File: src/rtl/op_entry_pkg.sv
// Shared encodings for the operation-entry sequencer: FSM states, button indices, counter width.
// No logic; imported by op_entry_seq and btn_debounce.
// Debounce counting is enabled by defining OP_ENTRY_DEBOUNCE_EN.
package op_entry_pkg;

    typedef enum logic [1:0] {
        S_OP   = 2'd0,
        S_A    = 2'd1,
        S_B    = 2'd2,
        S_SHOW = 2'd3
    } state_t;

    localparam int BTN_COMMIT = 0;
    localparam int BTN_CANCEL = 1;
    localparam int CNT_W      = 16;

endpackage

File: src/rtl/btn_debounce.sv
// Button conditioner: 2-flop synchronizer, optional stability counter (OP_ENTRY_DEBOUNCE_EN), press pulse.
// Latency raw edge -> press: DEBOUNCE_CYCLES+3 cycles with the macro defined, 3 cycles without.
// No backpressure; only an accepted 0->1 level change yields a one-cycle press.
module btn_debounce
    import op_entry_pkg::*;
#(
    parameter int DEBOUNCE_CYCLES = 50000
) (
    input  logic clk,
    input  logic reset,
    input  logic btn_raw,
    output logic press
);

    if (DEBOUNCE_CYCLES < 1 || DEBOUNCE_CYCLES > 65535) begin : g_bad_cycles
        $error("btn_debounce: DEBOUNCE_CYCLES must be within 1..65535");
    end

    logic s1_q, s1_d, s2_q, s2_d;
    logic lvl_prev_q, lvl_prev_d;
    logic press_q, press_d;
    logic lvl;

`ifdef OP_ENTRY_DEBOUNCE_EN
    localparam logic [CNT_W-1:0] CNT_LAST = CNT_W'(DEBOUNCE_CYCLES - 1);

    logic [CNT_W-1:0] cnt_q, cnt_d;
    logic             deb_q, deb_d;

    // Count consecutive disagreeing cycles; any agreeing cycle restarts from zero.
    always_comb begin
        cnt_d = '0;
        deb_d = deb_q;
        if (s2_q != deb_q) begin
            if (cnt_q == CNT_LAST) begin
                deb_d = s2_q;
            end else begin
                cnt_d = cnt_q + CNT_W'(1);
            end
        end
    end

    always_ff @(posedge clk or posedge reset) begin
        if (reset) begin
            cnt_q <= '0;
            deb_q <= 1'b0;
        end else begin
            cnt_q <= cnt_d;
            deb_q <= deb_d;
        end
    end

    assign lvl = deb_q;
`else
    assign lvl = s2_q;
`endif

    always_comb begin
        s1_d       = btn_raw;
        s2_d       = s1_q;
        lvl_prev_d = lvl;
        press_d    = lvl & ~lvl_prev_q;
    end

    always_ff @(posedge clk or posedge reset) begin
        if (reset) begin
            s1_q       <= 1'b0;
            s2_q       <= 1'b0;
            lvl_prev_q <= 1'b0;
            press_q    <= 1'b0;
        end else begin
            s1_q       <= s1_d;
            s2_q       <= s2_d;
            lvl_prev_q <= lvl_prev_d;
            press_q    <= press_d;
        end
    end

    assign press = press_q;

endmodule

File: src/rtl/op_entry_seq.sv
// Switch-driven entry of op/opA/opB via commit/cancel buttons; valid pulses on a complete set.
// State/registers update one cycle after a button press pulse; valid is the first S_SHOW cycle.
// No backpressure; debounce depth set by DEBOUNCE_CYCLES when OP_ENTRY_DEBOUNCE_EN is defined.
module op_entry_seq
    import op_entry_pkg::*;
#(
    parameter int DEBOUNCE_CYCLES = 50000
) (
    input  logic       clk,
    input  logic       reset,
    input  logic [3:0] sw,
    input  logic [3:0] btn,
    input  logic [3:0] result,
    output logic [3:0] op,
    output logic [3:0] opA,
    output logic [3:0] opB,
    output logic       valid,
    output logic [1:0] state,
    output logic [3:0] led
);

    logic [3:0] sw_s1_q, sw_s1_d, sw_s2_q, sw_s2_d;
    logic [3:0] op_q, op_d, opa_q, opa_d, opb_q, opb_d;
    logic       valid_q, valid_d;
    state_t     state_q, state_d;
    logic       commit_evt, cancel_evt;
    logic       unused_btn;

    assign unused_btn = ^btn[3:2];

    btn_debounce #(.DEBOUNCE_CYCLES(DEBOUNCE_CYCLES)) u_commit (
        .clk     (clk),
        .reset   (reset),
        .btn_raw (btn[BTN_COMMIT]),
        .press   (commit_evt)
    );

    btn_debounce #(.DEBOUNCE_CYCLES(DEBOUNCE_CYCLES)) u_cancel (
        .clk     (clk),
        .reset   (reset),
        .btn_raw (btn[BTN_CANCEL]),
        .press   (cancel_evt)
    );

    always_ff @(posedge clk or posedge reset) begin
        if (reset) begin
            sw_s1_q <= '0;
            sw_s2_q <= '0;
            state_q <= S_OP;
            op_q    <= '0;
            opa_q   <= '0;
            opb_q   <= '0;
            valid_q <= 1'b0;
        end else begin
            sw_s1_q <= sw_s1_d;
            sw_s2_q <= sw_s2_d;
            state_q <= state_d;
            op_q    <= op_d;
            opa_q   <= opa_d;
            opb_q   <= opb_d;
            valid_q <= valid_d;
        end
    end

    // Cancel takes priority over a coincident commit and latches nothing.
    always_comb begin
        sw_s1_d = sw;
        sw_s2_d = sw_s1_q;
        state_d = state_q;
        op_d    = op_q;
        opa_d   = opa_q;
        opb_d   = opb_q;
        valid_d = 1'b0;
        if (cancel_evt) begin
            state_d = S_OP;
        end else if (commit_evt) begin
            unique case (state_q)
                S_OP: begin
                    op_d    = sw_s2_q;
                    state_d = S_A;
                end
                S_A: begin
                    opa_d   = sw_s2_q;
                    state_d = S_B;
                end
                S_B: begin
                    opb_d   = sw_s2_q;
                    state_d = S_SHOW;
                    valid_d = 1'b1;
                end
                S_SHOW: state_d = S_OP;
                default: state_d = S_OP;
            endcase
        end
    end

    always_comb begin
        led = (state_q == S_SHOW) ? result : sw_s2_q;
    end

    assign op    = op_q;
    assign opA   = opa_q;
    assign opB   = opb_q;
    assign valid = valid_q;
    assign state = state_q;

endmodule
File: config.mk
export PLATFORM = sky130hd
export DESIGN_NAME = op_entry_seq
export DESIGN_NICKNAME = d
export VERILOG_FILES = /design/src/rtl/op_entry_pkg.sv /design/src/rtl/btn_debounce.sv /design/src/rtl/op_entry_seq.sv
export SDC_FILE = /design/constraint.sdc
export NUM_CORES = 1
export LEC_CHECK = 0
export BUFFER_PORTS_ARGS = -buffer_cell sky130_fd_sc_hd__buf_2
export CAP_MARGIN = 15
export CORE_ASPECT_RATIO = 1.4
export CORE_UTILIZATION = 44
export DETAILED_ROUTE_END_ITERATION = 10
export HOLD_SLACK_MARGIN = 0.02
export PLACE_DENSITY = 0.73
export SYNTH_ARGS = -nofsm -noshare
export SYNTH_HDL_FRONTEND = slang
export SYNTH_SLANG_ARGS = --single-unit
export TNS_END_PERCENT = 1
File: constraint.sdc
create_clock -name clk -period 1.2 [get_ports clk]
set_input_delay 0.12 -clock clk [delete_from_list [all_inputs] [get_ports clk]]
set_output_delay 0.12 -clock clk [all_outputs]
set_load 0.01 [all_outputs]
Word-level counts from Yosys, hierarchy flattened
Cells that the tools add are included.
Widths: inputs -> output; s select.
{"block": "classes", "eq_ne": 3, "n_mux": 7, "bitwise": 5, "reduce_logical": 5}
{"op": "$reduce_and 3->1", "count": 3}
{"op": "$pmux 2 s4", "count": 1}
{"op": "$eq 2x2->1 const B", "count": 2}
{"op": "$mux 2", "count": 2}
{"op": "$mux 4", "count": 1}
{"op": "$mux 1", "count": 3}
{"op": "$not 1->1", "count": 3}
{"op": "$and 1x1->1", "count": 2}
{"op": "$eq 2x1->1 const B", "count": 1}
{"op": "$logic_not 2->1", "count": 1}
{"op": "$reduce_bool 2->1", "count": 1}
{"block": "word_totals", "ff_bits": 31, "inputBits": 14, "out_inout_bits": 19}

Logic depth before layout (Yosys ltp)
Gate-level depths: netlist of run 1.
{"block": "logic_depth", "ltp_word": 4, "depth_mapped": 4, "depth_no_buf": 4}

By module
From an unflattened synthesis of run 1, not the netlist that was laid out.
{"block": "hier_totals", "hier_cells": 67, "hier_area_um2": 1107.3}
{"module": "op_entry_seq", "n_inst": 1, "cells_each": 55, "area_per_inst_um2": 872.1, "seq_area_each_um2": 575.6}
{"module": "btn_debounce", "n_inst": 2, "cells_each": 6, "area_per_inst_um2": 117.6, "seq_area_each_um2": 100.1}

Worst setup path after synthesis of run 1
OpenSTA, ideal clock, no wires.
{"block": "synth_timing", "path_type": "flip-flop to flip-flop", "startpoint": "register state_q[0], in the netlist state[0]", "endpoint": "register opb_q[0], in the netlist opB[0]", "arrival_time_ns": 1.242, "required_ns": 1.075, "setup_slack_ns": -0.167, "stages_incl_launch_ff": 5, "n_path_buf": 0, "period_less_slack_ns": 1.367, "path_cell_list": "dfrtp_1 > inv_1 > ha_1 > nand3b_1 > mux2_2"}
{"block": "synth_between", "elab_chain_cells": 2}
{"element": "start: declaration", "line_no": "op_entry_seq.sv:25", "source": "state_t state_q, state_d;"}
{"element": "start signal: assignment", "line_no": "op_entry_seq.sv:57", "source": "state_q <= state_d;"}
{"element": "$eq 2x2->1", "line_no": "op_entry_seq.sv:77", "source": "unique case (state_q)"}
{"element": "$reduce_and 3->1 (no source line)"}
{"element": "end signal: assignment", "line_no": "op_entry_seq.sv:60", "source": "opb_q <= opb_d;"}
{"element": "end: declaration", "line_no": "op_entry_seq.sv:23", "source": "logic [3:0] op_q, op_d, opa_q, opa_d, opb_q, opb_d;"}
Every way passes these cells.
A chain may end at the register's enable or synchronous reset.

Worst setup path after layout of run 1
{"block": "layout_timing", "startpoint": "register state_q[0], in the netlist state[0]", "endpoint": "output led[1]"}
{"block": "layout_between", "elab_chain_cells": 2}
{"element": "$eq 2x2->1", "line_no": "op_entry_seq.sv:98", "source": "led = (state_q == S_SHOW) ? result : sw_s2_q;"}
{"element": "$mux 4", "line_no": "op_entry_seq.sv:98"}
{"element": "end: declaration", "line_no": "op_entry_seq.sv:19", "source": "output logic [3:0] led"}
Every way passes these cells.

==> results of run 1 <==
[synthesized netlist by cell type (all sizes together)]
cell and n:
nor2 3, ha 5, a211oi 1, dfrtp 31, mux2i 1, mux2 16
nand3b 3, nor2b 2, inv 4
[layout make-up]
type | count | area (µm²) | share of cell area (%)
flip-flops and latches | 31 | 778.2 | 51.62
multi-input cells | 31 | 335.3 | 22.24
repair buffers | 43 | 302.8 | 20.08
inverters | 4 | 17.52 | 1.162
well taps | 23 | 28.78 | 1.909
clock buffers | 7 | 45.04 | 2.988
[layer usage]
| metal | wire length (µm) | global-route usage [%] | vias to the layer above |
|---|---|---|---|
| met2 | 985 | 24.79 | 28 |
| met4 | 60 | 12.99 | 0 |
| li1 | - | - | 318 |
| met3 | 102 | 5.865 | 7 |
| met5 | 0 | 0 | - |
| met1 | 740 | 17.46 | 339 |
[logic make-up after synthesis]
logic type,count (synthesis)
adder cells (fa/ha/maj),5
buffers and inverters,4
AND/OR/NAND/NOR,8
multiplexers,17
AO/OA/AOI/OAI,1
flip-flops,31
[worst paths after layout]
check / startpoint / end / cells past startpoint
worst min register to register: sw_s1_q[0] / sw_s2_q[0] / 0
worst max register to register: state[1] / opB[2] / 4
worst min-delay path: sw_s1_q[0] / sw_s2_q[0] / 0
worst max-delay path: state[0] / led[1] / 3
max in group asynchronous: reset / state[0] / 4
min in group asynchronous: reset / opB[0] / 4
[power groups by stage]
| stage | registers (mW) | logic (mW) | clock network (mW) |
|---|---|---|---|
| 3_5_place_dp | 1.42 | 0.667 | 0 |
| 6_report | 1.40 | 0.776 | 0.537 |
| 5_1_grt | 1.43 | 0.855 | 0.603 |
| 3_3_place_gp | 1.41 | 0.655 | 0 |
| 4_1_cts | 1.40 | 0.777 | 0.569 |
| 2_1_floorplan | 1.50 | 0.276 | 0 |
[per-stage QoR]
stage | instances | hold WS [ns] | area, µm²
floorplan | 66 | 0.1514 | 1099
global placement | 122 | 0.2029 | 1300
detailed placement | 122 | 0.2131 | 1300
CTS | 139 | 0.3565 | 1498
global route | 139 | 0.3596 | 1508
finish | 139 | 0.3531 | 1508
[timing repair]
action                                 CTS  global route
hold buffers                             7             0
pin swaps                                2             1
buffers inserted                         3             0
setup endpoints to repair               16            20
gates resized for setup                 10             1
endpoints found under the hold margin   37             0
[registers in the layout (all words and copies together) (netlist names)]
register	count
opA	4
opB	4
op	4
sw_s1_q	4
sw_s2_q	4
state	2
u_cancel.lvl	1
u_cancel.lvl_prev_q	1
u_cancel.press	1
u_cancel.s1_q	1
u_commit.lvl	1
u_commit.lvl_prev_q	1
u_commit.press	1
u_commit.s1_q	1
valid	1
[critical path, stage by stage (launching register included)]
cell,delay [ns]
dfrtp_2,0.46
ha_4,0.19
mux2_4,0.31
buf_6,0.12
==> qor.yml, run 1 <==
grt_overflow_total: 0
skew_ns: 0.01333
r2r_slack_ns: -0.26
synth_area_per_cell_um2: 16.63
synthMuxAreaShare_pct: 17.33
max_cap_viol_count: 0
slew_headroom_pct: 74.66
first_global_vias: 664
drtIter0Drc: 21
h-tree-depth: 2
die_area_mm2: 0.002700
num_antenna_cells: 0
yosys.area_share.simple_pct: 4.219
fin_crit_sh_pct: 127.3
yosysWarnings: 0
antenna_found_initial: 0
violations: "setup timing"
routed_via_density: 4.978
end_kind: "output pin"
synth_area_mm2: 0.001097
final_common_cell: "dfrtp_1"
synth_top_area_share_pct: 70.70
finalHoldViolations: 0
drive_above_1_share_pct: 54.31
finalPower_mw: 2.715
detail-route-antenna-nets: 0
p_leak_nw: 0.7414
core_mm2: 0.002365
power_density_mw_per_mm2: 1801
yosys.area.top_type: "dfrtp_1"
synthXorXnorAreaFrac_pct: 0
synthDistinctLibCells: 9
avgRoutedWirePerCell_um: 13.58
track_usage_pct: 15.98
pwr-share-seq_pct: 51.6
dr.pass1.iters: 6
num_rows: 21
final_cell_mix: "dfrtp_1, buf_2, mux2_2"
arrival_ns: 1.41
fill_cells: 183
synth_nets: 85
die_h_um: 61.09
seq_area_frac_synth_pct: 70.70
wl_mm: 1.887
worstSetupPathType: "register to output pin"
root_buffer: "clkbuf_4"
gp_congestion: 0.7369
cts_tree: "yes"
internal_power_mw: 1.933
clock-sinks: 31
fmax_mhz: 654.6
cts_buffers: 5
ys_ff_latch: 31
vias: 692
period_needed_ns: 1.528
areaGrowthSynthToFinish_pct: 37.40
cp-start-kind: "register"
clk_pin_slew_ns: 0.09
nets: 135
port-buffer-count: 30
synth_area_leaders: "dfrtp_1, mux2_2, ha_1"
start_util_pct: 46.40
die_x_um: 44.21
switching_share_pct: 28.79
clock_latency_ns: 0.33
crit_required_ns: 1.08
finish.utilization_pct: 63.76
setup_viol_count_final: 16
hold_path_class: "register to register"
syn_inst: 66
grt_pass1_wl_mm: 2.829
peakVddDrop_v: 0.001035
p_switching_mw: 0.7816
place_ws_ns: -0.2076
pwr-share-comb_pct: 28.6
yosys.area_share.adder_pct: 5.701
dp_hpwl_mm: 1.241
maxSlewViolCount: 0
fin_setup_tns_ns: -4.024
critPathMaxFanout: 4
ioPinCount: 33
synth_top_family_by_area: "multiplexers"
power.share.clock_pct: 19.8
grt_start_max_net_pins: 32
tightest_slew_ns: 0.3801
timing.final.ws_setup_ns: -0.3276
synth_compound_area_share_pct: 0.6842
status: "finished, violations left"
drcViolationCount: 0
clockBufferDepth: 2
rsz0062_at_grt: "yes"
(Power assumes the default switching activity.)
==> inputs of run 2 (changes only) <==
--- a/config.mk
+++ b/config.mk
@@ -8,10 +8,10 @@
 export BUFFER_PORTS_ARGS = -buffer_cell sky130_fd_sc_hd__buf_2
 export CAP_MARGIN = 15
 export CORE_ASPECT_RATIO = 1.4
-export CORE_UTILIZATION = 44
+export CORE_UTILIZATION = 49
 export DETAILED_ROUTE_END_ITERATION = 10
 export HOLD_SLACK_MARGIN = 0.02
-export PLACE_DENSITY = 0.73
+export PLACE_DENSITY = 0.77
 export SYNTH_ARGS = -nofsm -noshare
 export SYNTH_HDL_FRONTEND = slang
 export SYNTH_SLANG_ARGS = --single-unit
==> constraint.sdc (replaced) <==
create_clock -name clk -period 1.6 [get_ports clk]
set_input_delay 0.16 -clock clk [delete_from_list [all_inputs] [get_ports clk]]
set_output_delay 0.16 -clock clk [all_outputs]
set_load 0.01 [all_outputs]
==> run 2 against run 1 <==
  * The flow now finishes without violations
  * Wire length down 9.8%
  * Critical path depth unchanged
  * Combinational power decreased by 33%
  * Design area down 5.9%
  * Clock skew increased by 0.0031 ns
  * Register-to-register slack better by 0.33 ns
  * Clock power down 25%
  * Non-clock buffer count is 3 lower
  * Total power shrank 28%
  * Core utilization up 5.6 points
  * Critical endpoint is now led[2]
==> qor.yml, run 2 (synthesis results as in run 1) <==
status: "complete, no violations"
place_ws_ns: 0.1499  # +0.3576 ns
worstSetupPathType: "register to output pin"
maxSlewViolCount: 0  # unchanged
nets: 132  # -2.2%
holdPathStages: 0  # unchanged
peakVddDrop_v: 0.0009745  # -5.8%
root_buffer: "clkbuf_4"
crit_buf_inv: 1  # unchanged
arrival_ns: 1.40  # about the same
hp-start: "u_commit.lvl"
wl_mm: 1.703  # -9.8%
port-buffer-count: 30  # unchanged
ioPinCount: 33  # unchanged
grt_overflow_total: 0  # unchanged
pwr-share-comb_pct: 26.7  # -1.9 points
clockBufferDepth: 2  # unchanged
die_h_um: 57.99  # -5.1%
antenna_found_initial: 0  # unchanged
h-tree-depth: 2  # unchanged
drive_above_1_share_pct: 49.12  # -5.2 points
slowest_stage: "dfrtp_1"
cp_slowest_stage_delay_ns: 0.37  # -0.09 ns
fmax_mhz: 641.1
power_density_mw_per_mm2: 1384  # -23%
clk_pin_slew_ns: 0.10  # about the same
max_cap_viol_count: 0  # unchanged
rr_worst_depth: 5  # +1
areaGrowthSynthToFinish_pct: 29.30
cts_buffers: 5  # unchanged
setup_viol_count_final: 0  # -16
finalHoldViolations: 0  # unchanged
grt_pass1_wl_mm: 2.725  # -3.7%
vias: 658  # -4.9%
period_needed_ns: 1.560
num_rows: 19  # -9.5%
internal_power_mw: 1.404  # -27%
clock-sinks: 31  # unchanged
finish.utilization_pct: 69.40  # +5.6 points
track_usage_pct: 15.88  # -0.095 points
drcViolationCount: 0  # unchanged
clock_latency_ns: 0.32  # about the same
rsz0062_at_grt: "yes"
dr.pass1.iters: 2  # -4
grt_start_max_net_pins: 32  # unchanged
fill_cells: 154  # -16%
final_cells: 135  # -2.9%
power.share.clock_pct: 20.6  # +0.8 points
num_antenna_cells: 0  # unchanged
worstReg2RegEnd: "opB[3]"
r2r_slack_ns: 0.07  # +0.33 ns
fin_hold_ws_ns: 0.3498  # -0.003242 ns
die_x_um: 42.00  # -5.0%
critPathTopFamily: "flip-flops"
end_kind: "output pin"
p_switching_mw: 0.5589  # -29%
start_util_pct: 53.67  # +7.3 points
worstPathCellList: "ha_2 -> mux2_2 -> buf_2"
cp-start-kind: "register"
final_common_cell: "dfrtp_1"
final_cell_mix: "dfrtp_1, buf_2, mux2_2"
pwr-share-seq_pct: 52.7  # +1.1 points
drtIter0Drc: 18  # -14%
critPathMaxFanout: 4  # unchanged
first_global_vias: 630  # -5.1%
slew_headroom_pct: 75.25  # +0.59 points
gp_congestion: 0.6388  # -13%
crit_required_ns: 1.44  # +0.36 ns
skew_ns: 0.01638  # +0.003056 ns
timing.rr.start: "state[0]"
core_mm2: 0.002044  # -14%
fin_crit_sh_pct: 97.49
dp.cells: 118  # -3.3%
cts_tree: "yes"
detail-route-antenna-nets: 0  # unchanged
avgRoutedWirePerCell_um: 12.61  # -7.1%
tightest_slew_ns: 0.3712  # -0.008900 ns
min_to: "u_commit.lvl_prev_q"
routed_via_density: 4.874  # -2.1%
timing.final.ws_setup_ns: 0.04019  # +0.3678 ns
p_leak_nw: 0.7173  # -3.3%
hold_path_class: "register to register"
dp_hpwl_mm: 1.109  # -11%
switching_share_pct: 28.47  # -0.33 points
die_area_mm2: 0.002435  # -9.8%
-- run 2: cell count changes in the layout (fill, tap and decap cells not counted), moves of 2 or more --
cell and delta:
ha_4 -2, inv_1 +2, buf_4 -2, dfrtp_2 -2, buf_2 +4, dfrtp_1 +2, buf_6 -4
-- run 2: routing by layer --
metal | vias to the layer above | share of wire (%) | GRT usage (%)
met3 | 4 | 6.0 | 5.607
met2 | 30 | 50 | 25.00
met5 | - | 0 | 0
met1 | 308 | 42 | 19.31
met4 | 0 | 1.4 | 8.295
li1 | 316 | - | -
-- run 2: how the worst max path moves through the flow --
stage                     cells after the start  startpoint     end  slack [ns]
after CTS                                     3    state[1]  led[2]        0.03
after global routing                          3    state[0]  led[2]       -0.02
final                                         3    state[0]  led[2]        0.04
after detailed placement                      4    state[0]  opB[3]        0.15
after floorplan                               4    state[0]  opB[0]        0.23
after global placement                        4    state[0]  opB[2]        0.22
-- run 2: through the flow --
| stage | TNS, ns | power (mW) | instance area, µm² |
|---|---|---|---|
| after global routing | -0.1003 | 2.087 | 1419 |
| after CTS | 0 | 1.994 | 1419 |
| after global placement | 0 | 1.526 | 1281 |
| after detailed placement | 0 | 1.552 | 1281 |
| final | 0 | 1.963 | 1419 |
| after floorplan | 0 | 1.331 | 1097 |
-- run 2: final cells by class --
cell class	count	area, µm²	area share [%]
timing repair buffer	40	242.7	17.11
clock buffer	7	45.04	3.175
inverter	4	15.01	1.058
clock inverter	1	5.005	0.3527
sequential	31	775.7	54.67
tap	21	26.28	1.852
multi-input combinational	31	309.0	21.78
-- run 2: power groups by stage --
| stage | sequential, mW | combinational, mW | clock (mW) |
|---|---|---|---|
| after floorplan | 1.12 | 0.207 | 0 |
| after global placement | 1.05 | 0.476 | 0 |
| after detailed placement | 1.06 | 0.489 | 0 |
| after CTS | 1.04 | 0.533 | 0.425 |
| after global routing | 1.06 | 0.566 | 0.462 |
| final | 1.03 | 0.523 | 0.405 |
-- run 2: worst reg2reg max path, cell delays in order (launching register included) --
cell,delay [ns]
dfrtp_1,0.40
buf_4,0.15
inv_1,0.10
ha_1,0.20
nand3b_1,0.21
mux2_2,0.34
-- run 2: repair_timing --
action / CTS / global route
setup buffers: 2 / 0
hold endpoints to repair: 37 / 0
hold buffers: 7 / 0
gates resized for setup: 1 / 0
endpoints found under the setup margin: 4 / 7
==> inputs of run 3 (changes only) <==
--- a/config.mk
+++ b/config.mk
@@ -11,8 +11,9 @@
 export CORE_UTILIZATION = 49
 export DETAILED_ROUTE_END_ITERATION = 10
 export HOLD_SLACK_MARGIN = 0.02
-export PLACE_DENSITY = 0.77
+export PLACE_DENSITY = 0.76
 export SYNTH_ARGS = -nofsm -noshare
 export SYNTH_HDL_FRONTEND = slang
+export SYNTH_HIERARCHICAL = 1
 export SYNTH_SLANG_ARGS = --single-unit
 export TNS_END_PERCENT = 1
==> run 3 against run 2 <==
  * Via count grew 1.4%
  * Core utilization shrank 2.5 points
  * Wire length is 6.6% higher
  * Register-to-register slack about the same
  * Critical path type unchanged
  * Critical endpoint unchanged
  * Largest power group unchanged
  * Highest routed layer unchanged
==> qor.yml, run 3 <==
status: "complete, no violations"
power_density_mw_per_mm2: 1378  # -0.42%
end_kind: "output pin"
grt_util_met1_pct: 17.44  # -1.9 points
max_cap_viol_count: 0  # unchanged
fmax_mhz: 652.7  # +1.8%
clock-sinks: 31  # unchanged
seq_area_um2: 775.7  # unchanged
synth_area_per_cell_um2: 16.53  # -0.59%
clock_latency_ns: 0.33  # about the same
areaGrowthSynthToFinish_pct: 30.06
grt_start_max_net_pins: 24  # -25%
syn_inst: 67  # +1.5%
synth-edff-count: 0  # unchanged
place_ws_ns: 0.1668  # +0.01684 ns
start_util_pct: 51.45  # -2.2 points
seq_area_frac_synth_pct: 70.06  # -0.64 points
peakVddDrop_v: 0.0008473  # -13%
dr.pass1.iters: 4  # +2
drtIter0Drc: 12  # -6
cts_buffers: 5  # unchanged
yosys.area.top_type: "dfrtp_1"
synth_top_area_share_pct: 70.06  # -0.64 points
multi_input_area_um2: 321.6  # +4.0%
ys.flop_type: "dfrtp_1"
synth_area_mm2: 0.001107  # +0.91%
cp-start-kind: "register"
ioPinCount: 33  # unchanged
drcViolationCount: 0  # unchanged
slowest_stage: "dfrtp_1"
critPathTopFamily: "flip-flops"
first_global_vias: 658  # +4.4%
finalHoldViolations: 0  # unchanged
num_antenna_cells: 0  # unchanged
setup_viol_count_final: 0  # unchanged
h-tree-depth: 2  # unchanged
final_cell_mix: "dfrtp_1, buf_2, mux2_2"
nets: 132  # unchanged
worstPathCellList: "ha_4 -> mux2_2 -> buf_2"
ys_top_cells_by_count: "dfrtp_1, mux2_2, inv_1, ha_1"
worstReg2RegEnd: "opB[3]"
core_mm2: 0.002152  # +5.3%
slew_headroom_pct: 80.81  # +5.6 points
skew_ns: 0.006992  # -0.009391 ns
period_needed_ns: 1.532  # -0.02762 ns
met2_usage_pct: 27.47  # +2.5 points
timing.final.ws_setup_ns: 0.06780  # +0.02762 ns
worstSetupPathType: "register to output pin"
grt_pass1_wl_mm: 2.822  # +3.6%
final_cells: 137  # +1.5%
grt_overflow_total: 0  # unchanged
die_h_um: 58.25  # +0.44%
clk_pin_slew_ns: 0.09  # about the same
fill_cells: 170  # +10%
gp_congestion: 0.6491  # +1.6%
critPathMaxFanout: 4  # unchanged
grt_use_met3_pct: 8.723  # +3.1 points
maxSlewViolCount: 0  # unchanged
p_leak_nw: 0.7321  # +2.1%
hold_path_class: "primary input to asynchronous set/reset pin"
final_common_cell: "dfrtp_1"
track_usage_pct: 17.09  # +1.2 points
die_x_um: 42.18  # +0.43%
synthDistinctLibCells: 9  # unchanged
cts_tree: "yes"
rsz0062_at_grt: "yes"
synth_area_leaders: "dfrtp_1, mux2_2, ha_1"
avgRoutedWirePerCell_um: 13.26  # +5.1%
async_flop_share_pct: 100.0  # unchanged
crit_buf_inv: 1  # unchanged
routed_via_density: 4.869  # -0.11%
fin_crit_sh_pct: 95.76  # -1.7 points
root_buffer: "clkbuf_4"
die_area_mm2: 0.002456  # +0.87%
antenna_found_initial: 0  # unchanged
r2r_slack_ns: 0.08  # about the same
finish.utilization_pct: 66.92  # -2.5 points
tightest_slew_ns: 0.2879  # -0.08331 ns
worstSetupStartpoint: "state[0]"
vias: 667  # +1.4%
yosysMostFrequentCell: "dfrtp_1"
dp.cells: 120  # +1.7%
ys_ff_latch: 31  # unchanged
synth_nets: 85  # unchanged
rr_worst_depth: 5  # unchanged
wl_mm: 1.816  # +6.6%
drive_above_1_share_pct: 50.43  # +1.3 points
yosysWarnings: 6  # +6
detail-route-antenna-nets: 0  # unchanged
timing.rr.start: "state[0]"
dp_hpwl_mm: 1.178  # +6.3%
port-buffer-count: 30  # unchanged
cp_slowest_stage_delay_ns: 0.40  # +0.03 ns
clockBufferDepth: 2  # unchanged
crit_required_ns: 1.44  # about the same
num_rows: 20  # +1
arrival_ns: 1.37  # -0.03 ns
grt_busiest_layer: "met2"
run 3: through the flow:
step	hold slack (ns)	area, µm²	power [mW]	TNS [ns]
global placement	0.05745	1292	1.528	0
finish	0.2711	1440	1.984	0
floorplan	-0.07392	1107	1.333	0
global route	0.2913	1440	2.104	-0.03397
detailed placement	0.06351	1292	1.549	0
CTS	0.2519	1430	2.007	0
run 3: logic make-up (layout without fill, tap and decap cells):
kind of cell / after synthesis / in the layout / synth area share (%)
buffers and inverters: 6 / 54 / 2.034
flip-flops: 31 / 31 / 70.06
AO/OA/AOI/OAI: 1 / 1 / 0.6782
adder cells (fa/ha/maj): 4 / 4 / 4.520
multiplexers: 17 / 17 / 17.17
AND/OR/NAND/NOR: 8 / 8 / 5.537
run 3: worst reg2reg max path, delay by kind of cell, from the launching register on:
family / cells / cell delay, ns
adders and majority gates: 1 / 0.21
buffers and inverters: 2 / 0.20
DFF: 1 / 0.40
muxes: 1 / 0.36
and+or+nand+nor: 1 / 0.23
run 3: final cells by class:
class | instances | share of cell area (%)
sequential | 31 | 53.87
multi-input combinational | 30 | 22.33
timing repair buffer | 40 | 16.85
clock buffer | 7 | 3.128
tap | 22 | 1.911
inverter | 6 | 1.564
clock inverter | 1 | 0.3475
run 3: per-layer routing:
| metal | up-vias | wire length, µm |
|---|---|---|
| met4 | 0 | 34 |
| li1 | 315 | - |
| met1 | 321 | 715 |
| met5 | - | 0 |
| met3 | 4 | 115 |
| met2 | 27 | 951 |
run 3: worst max path at each step:
stage               endpoint  slack (ns)  cells past startpoint
floorplan             opB[0]        0.25                      4
global placement      opB[1]        0.22                      4
detailed placement    opB[0]        0.17                      4
CTS                   led[2]        0.02                      3
global route          opB[3]       -0.02                      5
finish                led[2]        0.07                      3
run 3: where the power goes:
| part | total, mW | switching (mW) | internal, mW |
|---|---|---|---|
| Combinational | 0.528 | 0.241 | 0.287 |
| Clock | 0.419 | 0.248 | 0.171 |
| Sequential | 1.04 | 0.0860 | 0.952 |
| Total | 1.98 | 0.575 | 1.41 |
run 3: timing repair:
| item | CTS | global route |
|---|---|---|
| hold endpoints to repair | 37 | 0 |
| cloned | 0 | 0 |
| endpoints found under the setup margin | 4 | 1 |
| resized for setup | 1 | 1 |
| hold buffers | 7 | 0 |
| buffers inserted | 2 | 0 |
